===== src/rtl/fetch_unit.sv =====
// Instruction fetch: credit-limited word requests, in-order responses into a DEPTH-entry prefetch FIFO.
// Optional FETCH_MISALIGN_TRAP_EN adds a sticky o_Misaligned trap on unaligned redirect targets.
module fetch_unit #(
  parameter logic [31:0] RESET_ADDRESS = 32'h0000_0000,
  parameter int          DEPTH         = 4
) (
  input  logic        i_Clock,
  input  logic        i_Reset,
  input  logic        i_Redirect,
  input  logic [31:0] i_RedirectAddress,
  output logic        o_MemReqValid,
  input  logic        i_MemReqReady,
  output logic [31:0] o_MemReqAddress,
  input  logic        i_MemRespValid,
  input  logic [31:0] i_MemRespData,
  output logic        o_InstValid,
  input  logic        i_InstReady,
  output logic [31:0] o_InstWord,
  output logic [31:0] o_InstAddress
`ifdef FETCH_MISALIGN_TRAP_EN
  ,
  output logic        o_Misaligned
`endif
);

  localparam int AW = $clog2(DEPTH);
  localparam int CW = AW + 1;

  typedef struct packed {
    logic [31:0] addr;
    logic [31:0] word;
  } entry_t;

  logic [31:0]            fetch_pc_q, fetch_pc_d;
  logic [31:0]            resp_pc_q, resp_pc_d;
  logic [CW-1:0]          inflight_q, inflight_d;
  logic [CW-1:0]          drop_q, drop_d;
  logic [CW-1:0]          count_q, count_d;
  logic [AW-1:0]          rd_ptr_q, rd_ptr_d;
  logic [AW-1:0]          wr_ptr_q, wr_ptr_d;
  entry_t [DEPTH-1:0]     fifo_q, fifo_d;
  logic                   trap_q;
  logic [CW:0]            used;
  logic                   req_fire, resp_fire, push, pop;
  logic [31:0]            redir_pc;
  entry_t                 head;
  logic                   unused_redir_lsbs;

  assign redir_pc          = {i_RedirectAddress[31:2], 2'b00};
  assign unused_redir_lsbs = ^i_RedirectAddress[1:0];

`ifdef FETCH_MISALIGN_TRAP_EN
  logic trap_d;
  assign o_Misaligned = trap_q;
`else
  assign trap_q = 1'b0;
`endif

  // drop <= inflight always holds, so this never underflows
  assign used = {1'b0, count_q} + {1'b0, inflight_q} - {1'b0, drop_q};

  assign o_MemReqValid   = i_Reset && !i_Redirect && !trap_q && (used < (CW+1)'(DEPTH));
  assign o_MemReqAddress = fetch_pc_q;
  assign head            = fifo_q[rd_ptr_q];
  assign o_InstValid     = (count_q != '0);
  assign o_InstWord      = head.word;
  assign o_InstAddress   = head.addr;

  assign req_fire  = o_MemReqValid && i_MemReqReady;
  assign resp_fire = i_MemRespValid && (inflight_q != '0);
  assign pop       = o_InstValid && i_InstReady;
  assign push      = resp_fire && (drop_q == '0) && !i_Redirect && !trap_q;

  always_comb begin
    fetch_pc_d = fetch_pc_q;
    resp_pc_d  = resp_pc_q;
    drop_d     = drop_q;
    rd_ptr_d   = rd_ptr_q;
    wr_ptr_d   = wr_ptr_q;
    fifo_d     = fifo_q;
`ifdef FETCH_MISALIGN_TRAP_EN
    trap_d     = trap_q;
`endif
    inflight_d = inflight_q + CW'(req_fire) - CW'(resp_fire);
    count_d    = count_q + CW'(push) - CW'(pop);

    if (req_fire) fetch_pc_d = fetch_pc_q + 32'd4;
    if (resp_fire && (drop_q != '0)) drop_d = drop_q - 1'b1;
    if (push) begin
      fifo_d[wr_ptr_q] = '{addr: resp_pc_q, word: i_MemRespData};
      wr_ptr_d         = wr_ptr_q + 1'b1;
      resp_pc_d        = resp_pc_q + 32'd4;
    end
    if (pop) rd_ptr_d = rd_ptr_q + 1'b1;

    // Everything still outstanding after this edge belongs to the old path
    if (i_Redirect) begin
      count_d    = '0;
      rd_ptr_d   = '0;
      wr_ptr_d   = '0;
      drop_d     = inflight_d;
      fetch_pc_d = redir_pc;
      resp_pc_d  = redir_pc;
`ifdef FETCH_MISALIGN_TRAP_EN
      trap_d     = (i_RedirectAddress[1:0] != 2'b00);
`endif
    end
  end

  always_ff @(posedge i_Clock or negedge i_Reset) begin
    if (!i_Reset) begin
      fetch_pc_q <= RESET_ADDRESS;
      resp_pc_q  <= RESET_ADDRESS;
      inflight_q <= '0;
      drop_q     <= '0;
      count_q    <= '0;
      rd_ptr_q   <= '0;
      wr_ptr_q   <= '0;
      fifo_q     <= '0;
`ifdef FETCH_MISALIGN_TRAP_EN
      trap_q     <= 1'b0;
`endif
    end else begin
      fetch_pc_q <= fetch_pc_d;
      resp_pc_q  <= resp_pc_d;
      inflight_q <= inflight_d;
      drop_q     <= drop_d;
      count_q    <= count_d;
      rd_ptr_q   <= rd_ptr_d;
      wr_ptr_q   <= wr_ptr_d;
      fifo_q     <= fifo_d;
`ifdef FETCH_MISALIGN_TRAP_EN
      trap_q     <= trap_d;
`endif
    end
  end

endmodule


===== config.mk =====
export PLATFORM = sky130hd
export DESIGN_NAME = fetch_unit
export DESIGN_NICKNAME = d
export VERILOG_FILES = /design/src/rtl/fetch_unit.sv
export SDC_FILE = /design/constraint.sdc
export NUM_CORES = 1
export LEC_CHECK = 0
export ABC_AREA = 0
export CAP_MARGIN = 20
export CORE_AREA = 2 2 212 214
export CTS_BUF_LIST = sky130_fd_sc_hd__clkbuf_8
export CTS_CLUSTER_SIZE = 12
export DETAILED_ROUTE_END_ITERATION = 10
export DIE_AREA = 0 0 214 216
export PLACE_DENSITY = 0.62
export SYNTH_ARGS = -nofsm -noshare
export SYNTH_HDL_FRONTEND = slang
export SYNTH_SLANG_ARGS = --single-unit

===== constraint.sdc =====
create_clock -name i_Clock -period 11.3 [get_ports i_Clock]
set_input_delay 2.26 -clock i_Clock [delete_from_list [all_inputs] [get_ports i_Clock]]
set_output_delay 2.26 -clock i_Clock [all_outputs]
set_load 0.005 [all_outputs]

==> results by group, run 1 <==
Detailed routing
  – Drt total wl: 36000 um
  – DRC: 0
  – Routed vias/inst: 5.01
  – Routed WL per cell: 19.4 um
  – Post-DRT Antenna Nets: 0
  – Initial DRC count: 429
  – DRT Pass-1 Iters: 4
  – Total number of vias: 9305

Synthesis
  – Top_reg_cell synth: dfrtp_1
  – Async SR Flop Fraction: 1.00
  – Sequential fraction of the synthesis area: 0.527
  – Synth Area in Simple Gates: 0.0522
  – Largest family of logic cells by synthesized area: multiplexers
  – Most common cell in the netlist: dfrtp_1
  – Area share of the largest cell type after synthesis: 0.527
  – Multiplexer share of the synthesized area: 0.304
  – Synth Area in Adders: 0.0176
  – Yosys reg bits: 321
  – Syn_area_per_cell: 14.5 um^2
  – Synth Area in Compound Gates: 0.0356
  – Yosys warnings: 0
  – Xor/xnor share of the synthesized area: 0.0334
  – Area leader, netlist: dfrtp_1
  – Synthesized netlist cell count: 1054
  – Synth cell types: 49
  – List of most frequent post-synthesis cells: dfrtp_1 (321), mux2_2 (276), mux4_2 (62)
  – Number of synthesized flops with an enable pin: 0
  – Main area contributors after synthesis: dfrtp_1 (53%), mux2_2 (20%), mux4_2 (9.2%)
  – Mapped cell area: 15200 um^2

Placement
  – Hpwl dp: 22300 um
  – Placed cell count: 1751
  – Pre-CTS setup slack: 5.29 ns
  – Routability cong.: 0.780
  – Area of placed instances: 17400 um^2
  – PortBufs: 161

Final layout
  – Final net count: 1310
  – Area growth, synth to finish: 22.1%
  – Finished Core Util: 0.424
  – Fin area: 18600 um^2
  – Share of cells above drive strength 1: 0.365
  – Antenna Cells: 0
  – Post-Layout Cell Count: 1857

Global routing
  – Total GRT Usage: 0.160
  – Initial antenna violation count: 0
  – Global-route wire length before repair: 57900 um
  – Overflow after GRT: 0
  – Vias in the first global route: 10000
  – Largest net degree at the start of global routing: 173

Timing
  – Minimum clock period after layout: 6.01 ns
  – Post-route setup slack: 5.29 ns
  – Final setup TNS: 0 ns
  – Unrepaired setup endpoints after global routing: no
  – Final Hold Viols: 0
  – Final Setup Violations: 0
  – Post-route clock period utilization: 0.532
  – Max Transition Viols Final: 0
  – Hold slack: 0.499 ns
  – Slew margin rel.: 0.283
  – Worst slew pin tran: 1.08 ns
  – Final clock skew: 0.0194 ns
  – Top achievable clock speed: 0.166 GHz

Floorplanning
  – Cell Rows: 77
  – Core area: 43800 um^2
  – Chip height: 216 um
  – I/O pin count: 168
  – Chip Width: 214 um
  – Starting Density: 0.347
  – Die area: 46200 um^2

Setup path
  – Critical Path RT: 9.04 ns
  – Critical Path Sink Type: output pin
  – Worst-path maximum fanout: 37
  – Startpoint Class: primary input
  – R2R depth: 15
  – Critical setup path kind: primary input to output pin
  – Reg2reg end: drop_q[2]$_DFFE_PN0P_
  – CP arrival: 3.75 ns
  – Reg-to-reg setup timing slack: 7.38 ns
  – R2r startpoint: inflight_q[1]$_DFF_PN0_

Clock network
  – CTS Buf Count: 59
  – Max clock buf depth: 3
  – Clock sinks: 321
  – Clock Latency Late Sink: 0.63 ns
  – Hold Buf Count CTS: 0
  – H-tree levels: 2
  – Post-CTS Setup Bufs: 0
  – Reg clk slew, reported paths: 0.05 ns
  – CTS tree: built
  – Clk root buf: clkbuf_8
  – Post-CTS Resized: 0

Power
  – Power Density: 223 nW/um^2
  – PnR Total Power: 4.15 mW
  – Flop pwr share: 0.387
  – Switching fraction of total power: 0.301
  – Clk pwr share: 0.272
  – Internal power: 2.90 mW
  – Switch Pwr: 1.25 mW
  – P_leak: 8.07 nW
  – Worst VDD drop: 0.0932 mV
  – Combinational power share: 0.341

Hold path
  – Worst Hold Depth: 1
  – Start point of the worst min-delay path: fifo_q[37]$_DFFE_PN0P_
  – Min-Delay Path Class: flip-flop to flip-flop
  – Hold EP: fifo_q[37]$_DFFE_PN0P_

Outcome
  – Status: completed

Job
  – Max-cap violations: 0
## placed cells by master (no fill, tap or decap), types with 6 or more instances in the layout
cell type        netlist  layout
a211oi_1              11      11
a21boi_0               6       6
a21oi_1               17      17
and2_1                10       6
and3_1                 8       8
buf_4                  6       9
clkbuf_8               0      75
clkdlybuf4s50_1        0     160
clkinv_2               0       9
dfrtp_1              321     319
ha_1                  15      15
inv_1                 28      45
mux2_2               276     276
mux2i_1               12      12
mux4_2                62      62
nand2_1               27      27
nand2b_1               9       9
nand3_1               17      17
nand4_1               26      26
nor2_1                24      24
nor3_1                 6       6
xnor2_1               30      30
xor2_1                28      28
## routing by layer
metal  global-route usage  vias up  wire (um)
met3               0.0397       60       1720
met1                0.222     4829      17200
met2                0.248      215      16300
met4               0.0485        0        754
li1                     -     4201          -
met5                    0        -          0
## area by class of cell
class,instances,area [um^2]
inverter,29,109
multi-input combinational,638,6770
tap,592,741
timing repair buffer,172,1730
fill,4059,25200
sequential,321,8040
clock buffer,75,1030
clock inverter,30,185
## power by group through the flow
stage               Clock, mW  Sequential [mW]  Combinational (mW)
detailed placement          0             1.63                1.43
CTS                      1.18             1.61                1.44
global route             1.23             1.65                1.54
floorplan                   0             1.54               0.887
finish                   1.13             1.61                1.42
global placement            0             1.61                1.41
## registers in the layout, indices dropped and copies added, names as in the netlist
signal and count:
count_q 3, drop_q 3, fifo_q 248, inflight_q 3
o_MemReqAddress 30, rd_ptr_q 2, resp_pc_q 30, wr_ptr_q 2
## worst max-delay path, cell delays in order
cell and delay (ns):
clkdlybuf4s50_1 0.45, buf_4 0.38, inv_2 0.06, and3_1 0.16
clkdlybuf4s50_1 0.44
## kinds of logic (layout without fill, tap and decap cells)
logic type	count (synthesis)	in the layout
DFF	321	321
muxes	350	350
other	1	4
AOI/OAI and AO/OA	60	60
xor gates and xnor gates	58	58
and+or+nand+nor	147	147
buffers and inverters	98	306
adders and majority gates	19	19
## how the worst max path moves through the flow
stage | cells after the start | slack, ns | to | startpoint
after floorplan | 4 | 5.95 | o_MemReqValid | i_Redirect
after global placement | 5 | 5.29 | o_MemReqValid | i_Redirect
after detailed placement | 5 | 5.29 | o_MemReqValid | i_Redirect
after CTS | 5 | 5.28 | o_MemReqValid | i_Redirect
after global routing | 5 | 5.18 | o_MemReqValid | i_Redirect
final | 5 | 5.29 | o_MemReqValid | i_Redirect
No activity file was read; power rests on OpenSTA's default activity.
==> run 2: changes to the inputs <==
Settings changed: PLACE_DENSITY 0.62 to 0.64.
Clock period 11.3 ns to 5.3 ns, I/O delays scaled along.
==> results by group, run 2 (synthesis results as in run 1) <==
Setup path
  – Worst-path maximum fanout: 23
  – Most used cell, CP: inv_1
  – Critical setup path kind: flip-flop to output pin
  – Cells along the critical path: inv_1 -> fa_1 -> inv_1 -> ha_1 -> and3b_1 -> a211o_4 -> nand2_1 -> and3_1 -> clkdlybuf4s50_1
  – CP arrival: 3.44 ns
  – R2r startpoint: inflight_q[1]$_DFF_PN0_
  – CP max stage cell: fa_1
  – Max incr delay on CP: 0.54 ns
  – Critical Path Sink Type: output pin
  – Critical Path RT: 4.24 ns
  – Worst Setup SP: inflight_q[1]$_DFF_PN0_
  – Startpoint Class: flip-flop

Clock network
  – H-tree levels: 2
  – Post-CTS Resized: 0
  – Hold Buf Count CTS: 0
  – CTS Buf Count: 58
  – Clock Latency Late Sink: 0.64 ns
  – Post-CTS Setup Bufs: 0
  – Clk root buf: clkbuf_8
  – Clock sinks: 321
  – Reg clk slew, reported paths: 0.06 ns
  – Max clock buf depth: 3
  – CTS tree: built

Hold path
  – Min-Delay Path Class: primary input to async pin

Floorplanning
  – Starting Density: 0.347
  – Die area: 46200 um^2
  – Cell Rows: 77
  – Core area: 43800 um^2
  – I/O pin count: 168
  – Chip Width: 214 um
  – Chip height: 216 um

Timing
  – Unrepaired setup endpoints after global routing: no
  – Max Transition Viols Final: 0
  – Final Setup Violations: 0
  – Post-route clock period utilization: 0.849
  – Final setup TNS: 0 ns
  – Final clock skew: 0.0375 ns
  – Minimum clock period after layout: 4.50 ns
  – Post-route setup slack: 0.798 ns
  – Slew margin rel.: 0.296
  – Top achievable clock speed: 0.222 GHz
  – Worst slew pin tran: 1.05 ns
  – Hold slack: 0.320 ns
  – Final Hold Viols: 0

Detailed routing
  – DRT Pass-1 Iters: 4
  – Drt total wl: 36100 um
  – Post-DRT Antenna Nets: 0
  – Routed vias/inst: 5.02
  – Routed WL per cell: 19.3 um
  – Total number of vias: 9364
  – DRC: 0
  – Initial DRC count: 481

Final layout
  – Top reg by flops: fifo_q
  – Commonest non-fill, non-tap cells in the layout: dfrtp_1 (319), mux2_2 (276), clkdlybuf4s50_1 (160)
  – Fin area: 18800 um^2
  – Most common cell after layout, fill and taps aside: dfrtp_1
  – Post-Layout Cell Count: 1865
  – Final net count: 1319
  – Share of cells above drive strength 1: 0.375
  – Area growth, synth to finish: 23.2%
  – Antenna Cells: 0
  – Finished Core Util: 0.428
  – Largest register FFs: 248

Placement
  – Pre-CTS setup slack: 1.28 ns
  – Area of placed instances: 17500 um^2
  – PortBufs: 161
  – Hpwl dp: 23800 um
  – Placed cell count: 1762
  – Routability cong.: 0.796

Global routing
  – Met1 Usage GRT: 0.215
  – Largest net degree at the start of global routing: 161
  – Grt peak-use layer: met2
  – Overflow after GRT: 0
  – Global-route wire length before repair: 57700 um
  – Vias in the first global route: 10100
  – GR Util met2: 0.255
  – Met3 Track Usage GR: 0.0386
  – Total GRT Usage: 0.159
  – Initial antenna violation count: 0

Outcome
  – Status: completed

Power
  – Worst VDD drop: 0.286 mV
  – Power Density: 480 nW/um^2
  – PnR Total Power: 9.00 mW
  – P_leak: 8.13 nW

Job
  – Max-cap violations: 0
==> run 2: cell types whose count changed in the layout (fill, tap and decap cells not counted), moves of 2 or more <==
cell and change:
inv_1 -7, clkbuf_8 +6, and2_2 +2, buf_12 +2, buf_4 +9, clkinv_2 -3, and2_4 -2
==> run 2: layout make-up <==
cell class,instances,area [um^2]
Fill cell,4026,25100
Sequential cell,321,8040
Multi-Input combinational cell,638,6770
Timing Repair Buffer,182,1810
Clock buffer,81,1110
Tap cell,592,741
Clock inverter,22,183
Inverter,29,109
==> run 2: worst paths after layout <==
path / to / cells past startpoint / slack, ns
min in group i_Clock: fifo_q[191]$_DFFE_PN0P_ / 1 / 0.50
worst max-delay path: o_MemReqValid / 9 / 0.80
worst min-delay path: fifo_q[67]$_DFFE_PN0P_ / 1 / 0.32
max in group asynchronous: fifo_q[28]$_DFFE_PN0P_ / 3 / 3.12
worst max register to register: drop_q[2]$_DFFE_PN0P_ / 15 / 1.42
worst min register to register: fifo_q[191]$_DFFE_PN0P_ / 1 / 0.50
==> run 2: worst max-delay path: cells and delay by family, from the launching register on <==
family                   cells  cell delay, ns
AND/OR/NAND/NOR              3            0.49
flip-flops                   1            0.40
AO/OA/AOI/OAI                1            0.42
adder cells (fa/ha/maj)      2            0.81
buffers and inverters        3            0.66
==> run 2: where the power goes <==
part	internal, mW	total [mW]	leakage, nW	switching [mW]
clock network	1.50	2.55	0.711	1.06
registers	3.02	3.42	4.19	0.402
logic	1.80	3.02	3.24	1.23
total	6.31	9.00	8.13	2.68
==> run 2: routing by layer <==
layer	routed length (um)	vias up
li1	-	4199
met1	16300	4842
met4	672	0
met5	0	-
met2	17000	263
met3	2020	60
==> run 3: changes to the inputs <==
Clock period 5.3 ns to 3.8 ns, I/O delays scaled along.
==> results by group, run 3 (synthesis results as in run 1) <==
Outcome
  – Status: completed

Setup path
  – Critical Path Sink Type: output pin
  – Worst-path maximum fanout: 3
  – CP arrival: 2.84 ns
  – Critical setup path kind: flip-flop to output pin
  – Startpoint Class: flip-flop
  – Critical Path RT: 3.04 ns

Global routing
  – Total GRT Usage: 0.161
  – Vias in the first global route: 10200
  – Largest net degree at the start of global routing: 162
  – Global-route wire length before repair: 58800 um
  – Overflow after GRT: 0
  – Initial antenna violation count: 0

Power
  – Switch Pwr: 3.74 mW
  – P_leak: 8.17 nW
  – Combinational power share: 0.350
  – Power Density: 656 nW/um^2
  – PnR Total Power: 12.3 mW
  – Worst VDD drop: 0.504 mV
  – Switching fraction of total power: 0.303
  – Clk pwr share: 0.266
  – Flop pwr share: 0.384
  – Internal power: 8.61 mW

Final layout
  – Share of cells above drive strength 1: 0.375
  – Top reg by flops: fifo_q
  – Finished Core Util: 0.429
  – Fillcell total: 4036
  – Post-Layout Cell Count: 1876
  – Largest register FFs: 248
  – Area growth, synth to finish: 23.5%
  – Final net count: 1326
  – Antenna Cells: 0
  – Commonest non-fill, non-tap cells in the layout: dfrtp_1 (319), mux2_2 (276), clkdlybuf4s50_1 (159)
  – Most common cell after layout, fill and taps aside: dfrtp_1

Hold path
  – Min-Delay Path Class: flip-flop to flip-flop

Clock network
  – Clock Latency Late Sink: 0.64 ns
  – CTS Buf Count: 56
  – CTS tree: built
  – Max clock buf depth: 3
  – Reg clk slew, reported paths: 0.07 ns
  – Clk root buf: clkbuf_8
  – H-tree levels: 2
  – Clock sinks: 321

Detailed routing
  – Total number of vias: 9337
  – Routed vias/inst: 4.98
  – Post-DRT Antenna Nets: 0
  – DRT Pass-1 Iters: 4
  – Initial DRC count: 477
  – DRC: 0
  – Routed WL per cell: 19.4 um
  – Drt total wl: 36400 um

Timing
  – Minimum clock period after layout: 3.60 ns
  – Post-route clock period utilization: 0.946
  – Final setup TNS: 0 ns
  – Final Hold Viols: 0
  – Final clock skew: 0.0206 ns
  – Max Transition Viols Final: 0
  – Slew margin rel.: 0.386
  – Final Setup Violations: 0
  – Unrepaired setup endpoints after global routing: no
  – Top achievable clock speed: 0.278 GHz
  – Worst slew pin tran: 0.921 ns
  – Post-route setup slack: 0.204 ns

Placement
  – Placed cell count: 1767
  – Routability cong.: 0.791
  – Pre-CTS setup slack: 0.361 ns
  – Hpwl dp: 23400 um
  – PortBufs: 161

Floorplanning
  – Starting Density: 0.347
  – I/O pin count: 168
  – Die area: 46200 um^2
  – Cell Rows: 77
  – Core area: 43800 um^2
  – Chip height: 216 um
  – Chip Width: 214 um

Job
  – Max-cap violations: 0
run 3: path summary, 6_finish.rpt:
path / from / end / slack, ns / cells after the start
setup / recovery: inflight_q[1]$_DFF_PN0_ / o_MemReqValid / 0.20 / 9
hold / removal: fifo_q[147]$_DFFE_PN0P_ / fifo_q[147]$_DFFE_PN0P_ / 0.50 / 1
setup reg to reg: inflight_q[1]$_DFF_PN0_ / drop_q[2]$_DFFE_PN0P_ / 0.41 / 15
hold reg to reg: fifo_q[147]$_DFFE_PN0P_ / fifo_q[147]$_DFFE_PN0P_ / 0.50 / 1
max in group asynchronous: i_Reset / drop_q[0]$_DFFE_PN0P_ / 2.11 / 3
min in group asynchronous: i_Reset / o_MemReqAddress[3]$_DFFE_PN0N_ / 0.57 / 2
run 3: per-layer routing:
| metal | track usage | wire, um | up-vias |
|---|---|---|---|
| li1 | - | - | 4214 |
| met1 | 0.220 | 16800 | 4846 |
| met2 | 0.262 | 17300 | 233 |
| met3 | 0.0307 | 1760 | 44 |
| met4 | 0.0443 | 558 | 0 |
| met5 | 0 | 0 | - |
run 3: repair_timing:
| action | 4_1_cts | 5_1_grt |
|---|---|---|
| setup buffers | 3 | 0 |
| resized for setup | 2 | 2 |
| hold buffers | 1 | 0 |
| endpoints found under the setup margin | 1 | 1 |
| endpoints found under the hold margin | 1 | 0 |
run 3: layout make-up:
type                    count  area, um^2  share of cell area
inverters                  29         109             0.00579
well taps                 592         741              0.0394
flip-flops and latches    321        8040               0.427
repair buffers            191        1960               0.104
multi-input cells         638        6770               0.360
clock buffers              74        1020              0.0542
clock inverters            31         171             0.00911
run 3: through the flow:
step                hold slack [ns]  area, um^2
finish                        0.498       18800
global placement              0.484       17600
global route                  0.514       18800
detailed placement            0.490       17600
CTS                           0.504       18800
floorplan                     0.464       15200
run 3: power by group through the flow:
stage          Sequential (mW)  Clock, mW  Combinational, mW
6_report                  4.74       3.28               4.32
3_5_place_dp              4.80          0               4.37
2_1_floorplan             4.59          0               2.64
4_1_cts                   4.75       3.41               4.42
5_1_grt                   4.86       3.58               4.71
3_3_place_gp              4.76          0               4.31
run 3: critical path, cell delays in order, from the launching register on:
cell and delay (ns):
dfrtp_1 0.35, inv_1 0.09, fa_1 0.54, inv_1 0.04, ha_1 0.27, and3b_1 0.21, a211o_4 0.29, nand2_1 0.07
and3_1 0.20, clkbuf_2 0.14
